File: config.mk
export PLATFORM = sky130hd
export DESIGN_NAME = ram_arbiter
export DESIGN_NICKNAME = d
export VERILOG_FILES = /design/src/rtl/a2pdp_pkg.sv /design/src/rtl/ram_arbiter.sv
export SDC_FILE = /design/constraint.sdc
export NUM_CORES = 1
export LEC_CHECK = 0
export ABC_AREA = 0
export CELL_PAD_IN_SITES_DETAIL_PLACEMENT = 0
export CELL_PAD_IN_SITES_GLOBAL_PLACEMENT = 2
export CORE_AREA = 4 4 128 130
export DETAILED_ROUTE_END_ITERATION = 16
export DIE_AREA = 0 0 132 134
export GPL_TIMING_DRIVEN = 0
export PLACE_DENSITY = 0.9
export REMOVE_ABC_BUFFERS = 1
export SYNTH_ARGS = -nofsm -noshare
export SYNTH_HDL_FRONTEND = slang
export SYNTH_SLANG_ARGS = --single-unit
File: constraint.sdc
create_clock -name clk -period 2.8 [get_ports clk]
set_input_delay 0.42 -clock clk [delete_from_list [all_inputs] [get_ports clk]]
set_output_delay 0.42 -clock clk [all_outputs]
set_load 0.01 [all_outputs]
File: src/rtl/a2pdp_pkg.sv
// Shared types and widths for the PDP-11/Apple II bridge RAM path.
package a2pdp_pkg;

  typedef enum logic [1:0] {ARB_IDLE, ARB_ISSUE, ARB_WAIT, ARB_ACK} arb_state_t;
  typedef enum logic {SEL_CPU, SEL_HOST} arb_sel_t;

  localparam int ADDR_W = 22;
  localparam int DATA_W = 16;
  // First word of the 22-bit I/O page.
  localparam logic [ADDR_W-1:0] HIMEM = 22'o17760000;

  // Host byte writes present the byte on both lanes; the RAM picks one by addr[0].
  function automatic logic [DATA_W-1:0] lane_dup(input logic be, input logic [DATA_W-1:0] d);
    return be ? {d[7:0], d[7:0]} : d;
  endfunction

endpackage

File: src/rtl/ram_arbiter.sv
// Two-requester (CPU, host) arbiter for the single PSRAM controller port:
// issue -> wait-for-done -> ack, CPU priority with bounded host starvation, access timeout.
module ram_arbiter
  import a2pdp_pkg::*;
#(
  parameter int MAX_CPU_STREAK = 4,
  parameter int TIMEOUT_CYCLES = 64
) (
  input  logic              clk,
  input  logic              rst_n,
  input  logic              ram_init,
  input  logic              cpu_req,
  input  logic              cpu_we,
  input  logic              cpu_byte,
  input  logic [ADDR_W-1:0] cpu_addr,
  input  logic [DATA_W-1:0] cpu_wdata,
  output logic              cpu_ack,
  output logic [DATA_W-1:0] cpu_rdata,
  input  logic              host_req,
  input  logic              host_we,
  input  logic              host_byte,
  input  logic [ADDR_W-1:0] host_addr,
  input  logic [DATA_W-1:0] host_wdata,
  output logic              host_ack,
  output logic [DATA_W-1:0] host_rdata,
  output logic              mem_read,
  output logic              mem_write,
  output logic              mem_byte,
  output logic [ADDR_W-1:0] mem_addr,
  output logic [DATA_W-1:0] mem_wdata,
  input  logic [DATA_W-1:0] mem_rdata,
  input  logic              mem_done,
  output logic              grant_host,
  output logic              timeout_err
);

  localparam logic [3:0] STREAK_MAX = 4'(MAX_CPU_STREAK);
  localparam logic [7:0] TMO_LIMIT  = 8'(TIMEOUT_CYCLES);

  arb_state_t state, state_nx;
  arb_sel_t   sel;
  logic [3:0] streak;
  logic [7:0] tmo_cnt;
  logic       grant, pick_host, tmo_hit, finish;

  assign grant     = (state == ARB_IDLE) && ram_init && (cpu_req || host_req);
  assign pick_host = host_req && (!cpu_req || (streak == STREAK_MAX));
  assign tmo_hit   = (tmo_cnt == TMO_LIMIT);
  assign finish    = (state == ARB_WAIT) && (mem_done || tmo_hit);

  always_ff @(posedge clk or negedge rst_n) begin
    if (!rst_n) state <= ARB_IDLE;
    else        state <= state_nx;
  end

  always_comb begin
    state_nx = state;
    case (state)
      ARB_IDLE:  if (grant)  state_nx = ARB_ISSUE;
      ARB_ISSUE:             state_nx = ARB_WAIT;
      ARB_WAIT:  if (finish) state_nx = ARB_ACK;
      ARB_ACK:               state_nx = ARB_IDLE;
      default:               state_nx = ARB_IDLE;
    endcase
  end

  // Counts WAIT cycles from 0; expiry lands in the (TIMEOUT_CYCLES+1)th WAIT cycle.
  always_ff @(posedge clk or negedge rst_n) begin
    if (!rst_n)                 tmo_cnt <= '0;
    else if (state != ARB_WAIT) tmo_cnt <= '0;
    else if (!tmo_hit)          tmo_cnt <= tmo_cnt + 8'd1;
  end

  always_ff @(posedge clk or negedge rst_n) begin
    if (!rst_n) streak <= '0;
    else if (state == ARB_IDLE) begin
      if (!host_req)                streak <= '0;
      else if (grant && pick_host)  streak <= '0;
      else if (grant && streak != STREAK_MAX) streak <= streak + 4'd1;
    end
  end

  always_ff @(posedge clk or negedge rst_n) begin
    if (!rst_n) begin
      sel         <= SEL_CPU;
      grant_host  <= 1'b0;
      mem_read    <= 1'b0;
      mem_write   <= 1'b0;
      mem_byte    <= 1'b0;
      mem_addr    <= '0;
      mem_wdata   <= '0;
      cpu_ack     <= 1'b0;
      host_ack    <= 1'b0;
      cpu_rdata   <= '0;
      host_rdata  <= '0;
      timeout_err <= 1'b0;
    end else begin
      mem_read <= 1'b0;
      mem_write <= 1'b0;
      cpu_ack  <= 1'b0;
      host_ack <= 1'b0;
      case (state)
        ARB_IDLE: if (grant) begin
          sel        <= pick_host ? SEL_HOST : SEL_CPU;
          grant_host <= pick_host;
          if (pick_host) begin
            mem_addr  <= host_addr;
            mem_wdata <= lane_dup(host_byte, host_wdata);
            mem_byte  <= host_byte;
            mem_read  <= !host_we;
            mem_write <= host_we;
          end else begin
            mem_addr  <= cpu_addr;
            mem_wdata <= cpu_wdata;
            mem_byte  <= cpu_byte;
            mem_read  <= !cpu_we;
            mem_write <= cpu_we;
          end
        end
        ARB_WAIT: if (finish) begin
          // mem_done takes precedence over a timeout expiring in the same cycle.
          if (sel == SEL_HOST) begin
            host_rdata <= mem_done ? mem_rdata : {DATA_W{1'b1}};
            host_ack   <= 1'b1;
          end else begin
            cpu_rdata <= mem_done ? mem_rdata : {DATA_W{1'b1}};
            cpu_ack   <= 1'b1;
          end
          if (!mem_done) timeout_err <= 1'b1;
        end
        ARB_ACK: grant_host <= 1'b0;
        default: ;
      endcase
    end
  end

endmodule

==> flow_summary_export.csv, run 1 <==
group,metric,value,unit
logic_synthesis,synth_ff_type,"dfrtp_1",
logic_synthesis,async_flop_share,100,%
cells_and_area,finish.utilization,42.6,%
worst_setup_path,worstPathMaxFanout,42,
power_and_ir_drop,peakVddDrop,0.299,mV
logic_synthesis,ys_warn_count,0,
cells_and_area,area_growth,54.2,%
floorplanning,die_y,134,microns
global_routing,grt-ovfl-total,0,
detailed_routing,routed_wl,11.4,mm
logic_synthesis,netlist_area,4180,sq um
floorplanning,rows,45,
logic_synthesis,avgSynthCellArea,11.5,sq um
global_routing,gr-usage-all-layers,13.0,%
clock_tree,cts_resized,0,
timing,whs,0.100,ns
floorplanning,initial_core_util,27.6,%
worst_hold_path,hold_path_class,"input port to async pin",
placed_design,numPortBuffers,178,
worst_setup_path,cp.required,3.01,ns
worst_setup_path,crit_path_max_incr_delay,0.96,ns
timing,hold_viol_final,0,
power_and_ir_drop,p_leak,2.80,nW
timing,slew_viol_final,0,
detailed_routing,first_iter_violations,93,
clock_tree,clk_latency,0.34,ns
timing,period_minus_slack,2.37,ns
clock_tree,post_cts_buffers,0,
placed_design,place_area,6150,sq um
clock_tree,path_clk_slew,0.06,ns
global_routing,antenna_found_initial,0,
worst_setup_path,slowest_stage,"a21bo_2",
logic_synthesis,synth_area_leaders,"dfrtp_1 55%, mux2i_1 8.1%, o21ai_0 4.2%",
clock_tree,numCtsBuffers,9,
logic_synthesis,yosys_register_bits,92,
logic_synthesis,yosysTopAreaCellShare,55.1,%
detailed_routing,remaining_drc_errors,0,
detailed_routing,wl_met3,1.05,mm
logic_synthesis,synth-edff-count,0,
placed_design,place_congestion,0.749,
worst_setup_path,worst_ep_arrival_time,2.58,ns
timing,worstMarginPinSlew,1.22,ns
clock_tree,cts_root_buf,"clkbuf_16",
timing,rsz0062_at_grt,"no",
clock_tree,cts.sinks,92,
logic_synthesis,yosysSeqAreaShare,55.1,%
clock_tree,hold_buffers,0,
floorplanning,dieWidth,132,microns
cells_and_area,final_nets,649,
floorplanning,io_pins,179,
cells_and_area,final_area,6450,sq um
detailed_routing,dr.pass1.iters,4,
clock_tree,cts_htree_levels,3,
logic_synthesis,synth_area_leader_cell,"dfrtp_1",
global_routing,grt_pass1_vias,3594,
placed_design,dp_hpwl,8.51,mm
detailed_routing,vias,3373,
logic_synthesis,synth_cell_types,45,
worst_setup_path,worstPathCellList,"inv_1, ha_1, nand3b_1, a21bo_2, mux2i_1, o21ai_0",
cells_and_area,n_antenna_cell,0,
power_and_ir_drop,p_per_area,947,nW/um^2
timing,fin_ws,0.430,ns
detailed_routing,wl_met2,5.41,mm
logic_synthesis,synthCells,363,
worst_setup_path,criticalPathCategory,"flop to flop",
timing,fin_setup_tns,0,ns
run_status,status,"completed",
worst_setup_path,endpoint_kind,"flop",
floorplanning,core_area,15100,sq um
detailed_routing,wl_per_cell,15.5,microns
timing,max_freq,422,MHz
timing,skew,0.00612,ns
clock_tree,cts_tree,"done",
global_routing,grt_pass1_wl,18.5,mm
worst_setup_path,path_buf_inv,1,
timing,finalSetupViolations,0,
detailed_routing,final_antenna_net_count,0,
cells_and_area,multi_input_area,1710,sq um
timing,fin_crit_sh,84.6,%
worst_setup_path,cpLargestDelayFamily,"compound AO/OA/AOI/OAI gates",
placed_design,dpl_worst_slack,0.0588,ns
clock_tree,cts_buffer_depth,2,
cells_and_area,fillers,1455,
cells_and_area,regArea,2300,sq um
detailed_routing,top_layer_used,"met4",
floorplanning,die_area,17700,sq um
detailed_routing,wl_met1,4.80,mm
timing,slew_headroom,18.9,%
run,max-cap-violations,0,
detailed_routing,routed_via_density,4.61,
worst_setup_path,cp-start-kind,"flop",
global_routing,grt_max_degree,50,
cells_and_area,drive_above_1_share,9.01,%
-- final cells by class --
class                           instances  area share, %
Multi-Input combinational cell        240           26.5
Clock inverter                          3          0.718
Clock buffer                           13           3.88
Sequential cell                        92           35.7
Tap cell                              188           3.65
Inverter                               10          0.582
Timing Repair Buffer                  186           29.0
-- report_power, final --
| part | internal [mW] | leakage (nW) | switching [mW] |
|---|---|---|---|
| clock network | 0.720 | 0.140 | 0.504 |
| logic | 1.55 | 1.53 | 1.11 |
| registers | 1.90 | 1.13 | 0.323 |
| total | 4.17 | 2.80 | 1.94 |
-- metrics by stage --
step                      instances  total power, mW
after floorplan                 342             3.42
after global placement          708             4.87
after detailed placement        716             4.96
after CTS                       732             6.23
after global routing            732             6.55
final                           732             6.11
-- state kept, by name (all words and copies together) (netlist names), 2 cells and up --
| register | flops |
|---|---|
| state | 2 |
| mem_wdata | 16 |
| mem_addr | 22 |
| cpu_rdata | 16 |
| streak | 4 |
| host_rdata | 16 |
| tmo_cnt | 8 |
-- final timing paths --
path	startpoint	endpoint	slack (ns)	cells after the start
max	streak[0]$_DFFE_PN0P_	mem_addr[5]$_DFFE_PN0P_	0.43	6
min	rst_n	cpu_rdata[8]$_DFFE_PN0P_	0.10	1
max reg2reg	streak[0]$_DFFE_PN0P_	mem_addr[5]$_DFFE_PN0P_	0.43	6
min reg2reg	mem_wdata[13]$_DFFE_PN0P_	mem_wdata[13]$_DFFE_PN0P_	0.47	2
max in group asynchronous	rst_n	mem_addr[2]$_DFFE_PN0P_	2.04	2
min in group clk	mem_wdata[13]$_DFFE_PN0P_	mem_wdata[13]$_DFFE_PN0P_	0.47	2
-- placed cells by master (no fill, tap or decap), types with 2 or more instances in the layout --
master,synthesis,layout
dfrtp_1,92,92
xnor2_1,5,5
a22o_1,2,2
clkbuf_16,0,9
a21oi_1,2,2
o22a_2,16,16
clkbuf_1,8,3
and2_1,6,6
nand3b_1,2,2
nor2_1,10,10
nand2_1,45,45
nand3_1,8,8
clkdlybuf4s50_1,0,177
o22a_1,16,16
buf_6,5,2
o21ai_0,35,35
nor2b_1,11,11
a211oi_1,8,8
inv_1,10,10
buf_4,3,6
ha_1,8,8
o31ai_1,9,9
mux2i_1,34,34
-- synth_stat cells (all sizes together) (2+ instances only) --
cell type,number
a21oi,3
xnor2,5
nand2,45
and2,6
o21ai,35
clkbuf,8
a211oi,8
o31ai,9
inv,10
dfrtp,92
a22o,3
nand3,8
o22a,32
nand3b,2
and3,2
ha,8
buf,13
nor2,11
a21boi,2
mux2i,34
nor2b,11
-- per-layer routing --
layer	GRT usage (%)	vias up
met5	0	-
met4	3.50	0
met3	6.04	5
met2	21.2	120
met1	15.5	1596
li1	-	1652
-- cell families (layout without fill, tap and decap cells) --
logic type | after synthesis | in the layout | synth area share [%]
AO/OA/AOI/OAI | 100 | 100 | 17.7
flip-flops | 92 | 92 | 55.1
AND/OR/NAND/NOR | 91 | 91 | 11.1
multiplexers | 35 | 35 | 8.41
buffers and inverters | 31 | 212 | 4.10
adder cells (fa/ha/maj) | 8 | 8 | 2.39
XOR/XNOR | 6 | 6 | 1.26
Note: power is estimated with default switching activity, not from simulation.
==> run 2, diff against run 1 <==
--- a/config.mk
+++ b/config.mk
@@ -8,11 +8,11 @@
 export ABC_AREA = 0
 export CELL_PAD_IN_SITES_DETAIL_PLACEMENT = 0
 export CELL_PAD_IN_SITES_GLOBAL_PLACEMENT = 2
-export CORE_AREA = 4 4 128 130
+export CORE_AREA = 4 4 132 134
 export DETAILED_ROUTE_END_ITERATION = 16
-export DIE_AREA = 0 0 132 134
+export DIE_AREA = 0 0 136 138
 export GPL_TIMING_DRIVEN = 0
-export PLACE_DENSITY = 0.9
+export PLACE_DENSITY = 0.85
 export REMOVE_ABC_BUFFERS = 1
 export SYNTH_ARGS = -nofsm -noshare
 export SYNTH_HDL_FRONTEND = slang
==> constraint.sdc (replaced) <==
create_clock -name clk -period 2.25 [get_ports clk]
set_input_delay 0.3375 -clock clk [delete_from_list [all_inputs] [get_ports clk]]
set_output_delay 0.3375 -clock clk [all_outputs]
set_load 0.01 [all_outputs]
==> run 2 against run 1 <==
  * The run now ends with hold timing left
  * Clock-buffer cell count down 3
  * Via count up 1.3%
  * Power increased by 25%
  * Cell count increased by 4.6%
  * Critical path type unchanged
  * Critical endpoint is now mem_addr[10]$_DFFE_PN0P_
==> flow_summary_export.csv, run 2 (synthesis gave the netlist of run 1 again) <==
group,metric,value,unit
detailed_routing,vias,3416,
placed_design,numPortBuffers,178,
placed_design,place_congestion,0.729,
timing,rsz0062_at_grt,"no",
worst_setup_path,criticalPathCategory,"flop to flop",
timing,fin_ws,0.117,ns
global_routing,grt_pass1_vias,3554,
run_status,status,"finished, violations left",
floorplanning,die_y,138,microns
power_and_ir_drop,p_switching,2.52,mW
detailed_routing,remaining_drc_errors,0,
timing,fin_crit_sh,94.8,%
worst_setup_path,worstPathMaxFanout,21,
floorplanning,core_area,16300,sq um
placed_design,dp_hpwl,8.44,mm
timing,hold_viol_final,1,
detailed_routing,dr.pass1.iters,4,
run,max-cap-violations,0,
floorplanning,io_pins,179,
clock_tree,path_clk_slew,0.07,ns
cells_and_area,top_register,"mem_addr",
power_and_ir_drop,comb_power_share,44.3,%
cells_and_area,stdcell_count,766,
global_routing,grt-ovfl-total,0,
clock_tree,numCtsBuffers,9,
timing,slew_viol_final,0,
timing,skew,0.00872,ns
power_and_ir_drop,p_per_area,1170,nW/um^2
worst_setup_path,cp-start-kind,"flop",
clock_tree,cts_buffer_depth,2,
cells_and_area,fillers,1565,
timing,period_minus_slack,2.13,ns
cells_and_area,drive_above_1_share,10.3,%
power_and_ir_drop,swShare,33.1,%
worst_setup_path,endpoint_kind,"flop",
power_and_ir_drop,seqPwrFrac,36.1,%
placed_design,place_area,6180,sq um
clock_tree,cts.sinks,92,
timing,worstMarginPinSlew,0.781,ns
detailed_routing,routed_via_density,4.46,
worst_setup_path,worstPathCellList,"inv_1, ha_1, nand3b_1, a21bo_2, mux2i_1, o21ai_0",
timing,max_freq,469,MHz
detailed_routing,wl_per_cell,15.3,microns
floorplanning,rows,47,
global_routing,grt_max_degree,48,
global_routing,gr-usage-all-layers,12.1,%
clock_tree,cts_tree,"done",
clock_tree,clk_latency,0.34,ns
placed_design,dp.cells,747,
power_and_ir_drop,p_int,5.10,mW
worst_setup_path,slowest_stage,"a21bo_2",
detailed_routing,routed_wl,11.7,mm
power_and_ir_drop,fin_total_pwr,7.62,mW
worst_setup_path,crit_path_max_incr_delay,0.69,ns
cells_and_area,area_growth,55.9,%
worst_setup_path,path_buf_inv,1,
worst_setup_path,r2r_slack,0.12,ns
cells_and_area,largest_reg_flops,22,
worst_setup_path,worst_ep_arrival_time,2.36,ns
clock_tree,hold_buffers,0,
cells_and_area,final_area,6520,sq um
worst_setup_path,cp.required,2.48,ns
worst_setup_path,cpLargestDelayFamily,"compound AO/OA/AOI/OAI gates",
cells_and_area,finish.utilization,40.0,%
detailed_routing,first_iter_violations,90,
placed_design,dpl_worst_slack,-0.469,ns
cells_and_area,mostFrequentLayoutCell,"clkdlybuf4s50_1",
cells_and_area,final_nets,651,
floorplanning,initial_core_util,25.7,%
global_routing,antenna_found_initial,0,
timing,finalSetupViolations,0,
run_status,violations,"hold timing",
global_routing,grt_pass1_wl,18.3,mm
timing,whs,-0.00156,ns
power_and_ir_drop,clock_power_share,19.6,%
clock_tree,cts_root_buf,"clkbuf_16",
floorplanning,dieWidth,136,microns
detailed_routing,final_antenna_net_count,0,
cells_and_area,final_cell_mix,"177 x clkdlybuf4s50_1, 92 x dfrtp_1, 45 x nand2_1",
power_and_ir_drop,peakVddDrop,0.470,mV
cells_and_area,n_antenna_cell,0,
worst_hold_path,hold_path_class,"input port to async pin",
power_and_ir_drop,p_leak,2.81,nW
clock_tree,cts_htree_levels,3,
floorplanning,die_area,18800,sq um
timing,slew_headroom,47.9,%
-- run 2: cell types whose count changed in the layout (fill, tap and decap cells not counted), sizes merged --
cell    delta
clkinv     +2
a21bo      +1
buf        +1
inv        +2
bufinv     -1
clkbuf     -3
-- run 2: timing repair --
| action | CTS | global route |
|---|---|---|
| setup endpoints to repair | 43 | 48 |
| buffers inserted | 0 | 2 |
| gates resized for setup | 1 | 3 |
| gates cloned | 0 | 1 |
-- run 2: per-stage QoR --
stage               hold WS (ns)  setup TNS [ns]
floorplan                 0.0419          -59.05
global placement           0.457         -402.26
detailed placement         0.388          -14.98
CTS                      0.00782               0
global route              0.0448               0
finish                  -0.00156               0
-- run 2: power groups by stage --
stage          logic, mW  clock network [mW]  registers (mW)
2_1_floorplan       1.20                   0            3.05
3_3_place_gp        3.31                   0            2.76
5_1_grt             3.69                1.63            2.85
6_report            3.38                1.49            2.75
3_5_place_dp        3.39                   0            2.79
4_1_cts             3.40                1.56            2.76
-- run 2: cell type report --
class / instances / area (sq um) / area share, %
well taps: 220 / 275 / 4.22
multi-input cells: 241 / 1740 / 26.6
inverters: 10 / 37.5 / 0.576
repair buffers: 187 / 1870 / 28.7
flip-flops and latches: 92 / 2300 / 35.3
clock buffers: 10 / 239 / 3.67
clock inverters: 6 / 57.6 / 0.883
-- run 2: worst register-to-register path, stage by stage (launching register included) --
cell      delay [ns]
dfrtp_1         0.40
inv_1           0.09
ha_1            0.20
nand3b_1        0.27
a21bo_2         0.69
mux2i_1         0.28
o21ai_0         0.09
-- run 2: path summary, 6_finish.rpt --
path | from | to | cells past startpoint
max | streak[0]$_DFFE_PN0P_ | mem_addr[10]$_DFFE_PN0P_ | 6
max reg2reg | streak[0]$_DFFE_PN0P_ | mem_addr[10]$_DFFE_PN0P_ | 6
min in group clk | timeout_err$_DFFE_PN0P_ | timeout_err$_DFFE_PN0P_ | 1
min reg2reg | timeout_err$_DFFE_PN0P_ | timeout_err$_DFFE_PN0P_ | 1
min | rst_n | cpu_rdata[4]$_DFFE_PN0P_ | 1
max in group asynchronous | rst_n | mem_addr[14]$_DFFE_PN0P_ | 2
-- run 2: per-layer routing --
layer  wire length, microns  GRT usage, %  vias up
li1                       -             -     1659
met1                   5090          14.7     1613
met2                   5390          19.4      132
met3                   1080          4.83       12
met4                    157          4.46        0
met5                      0             0        -
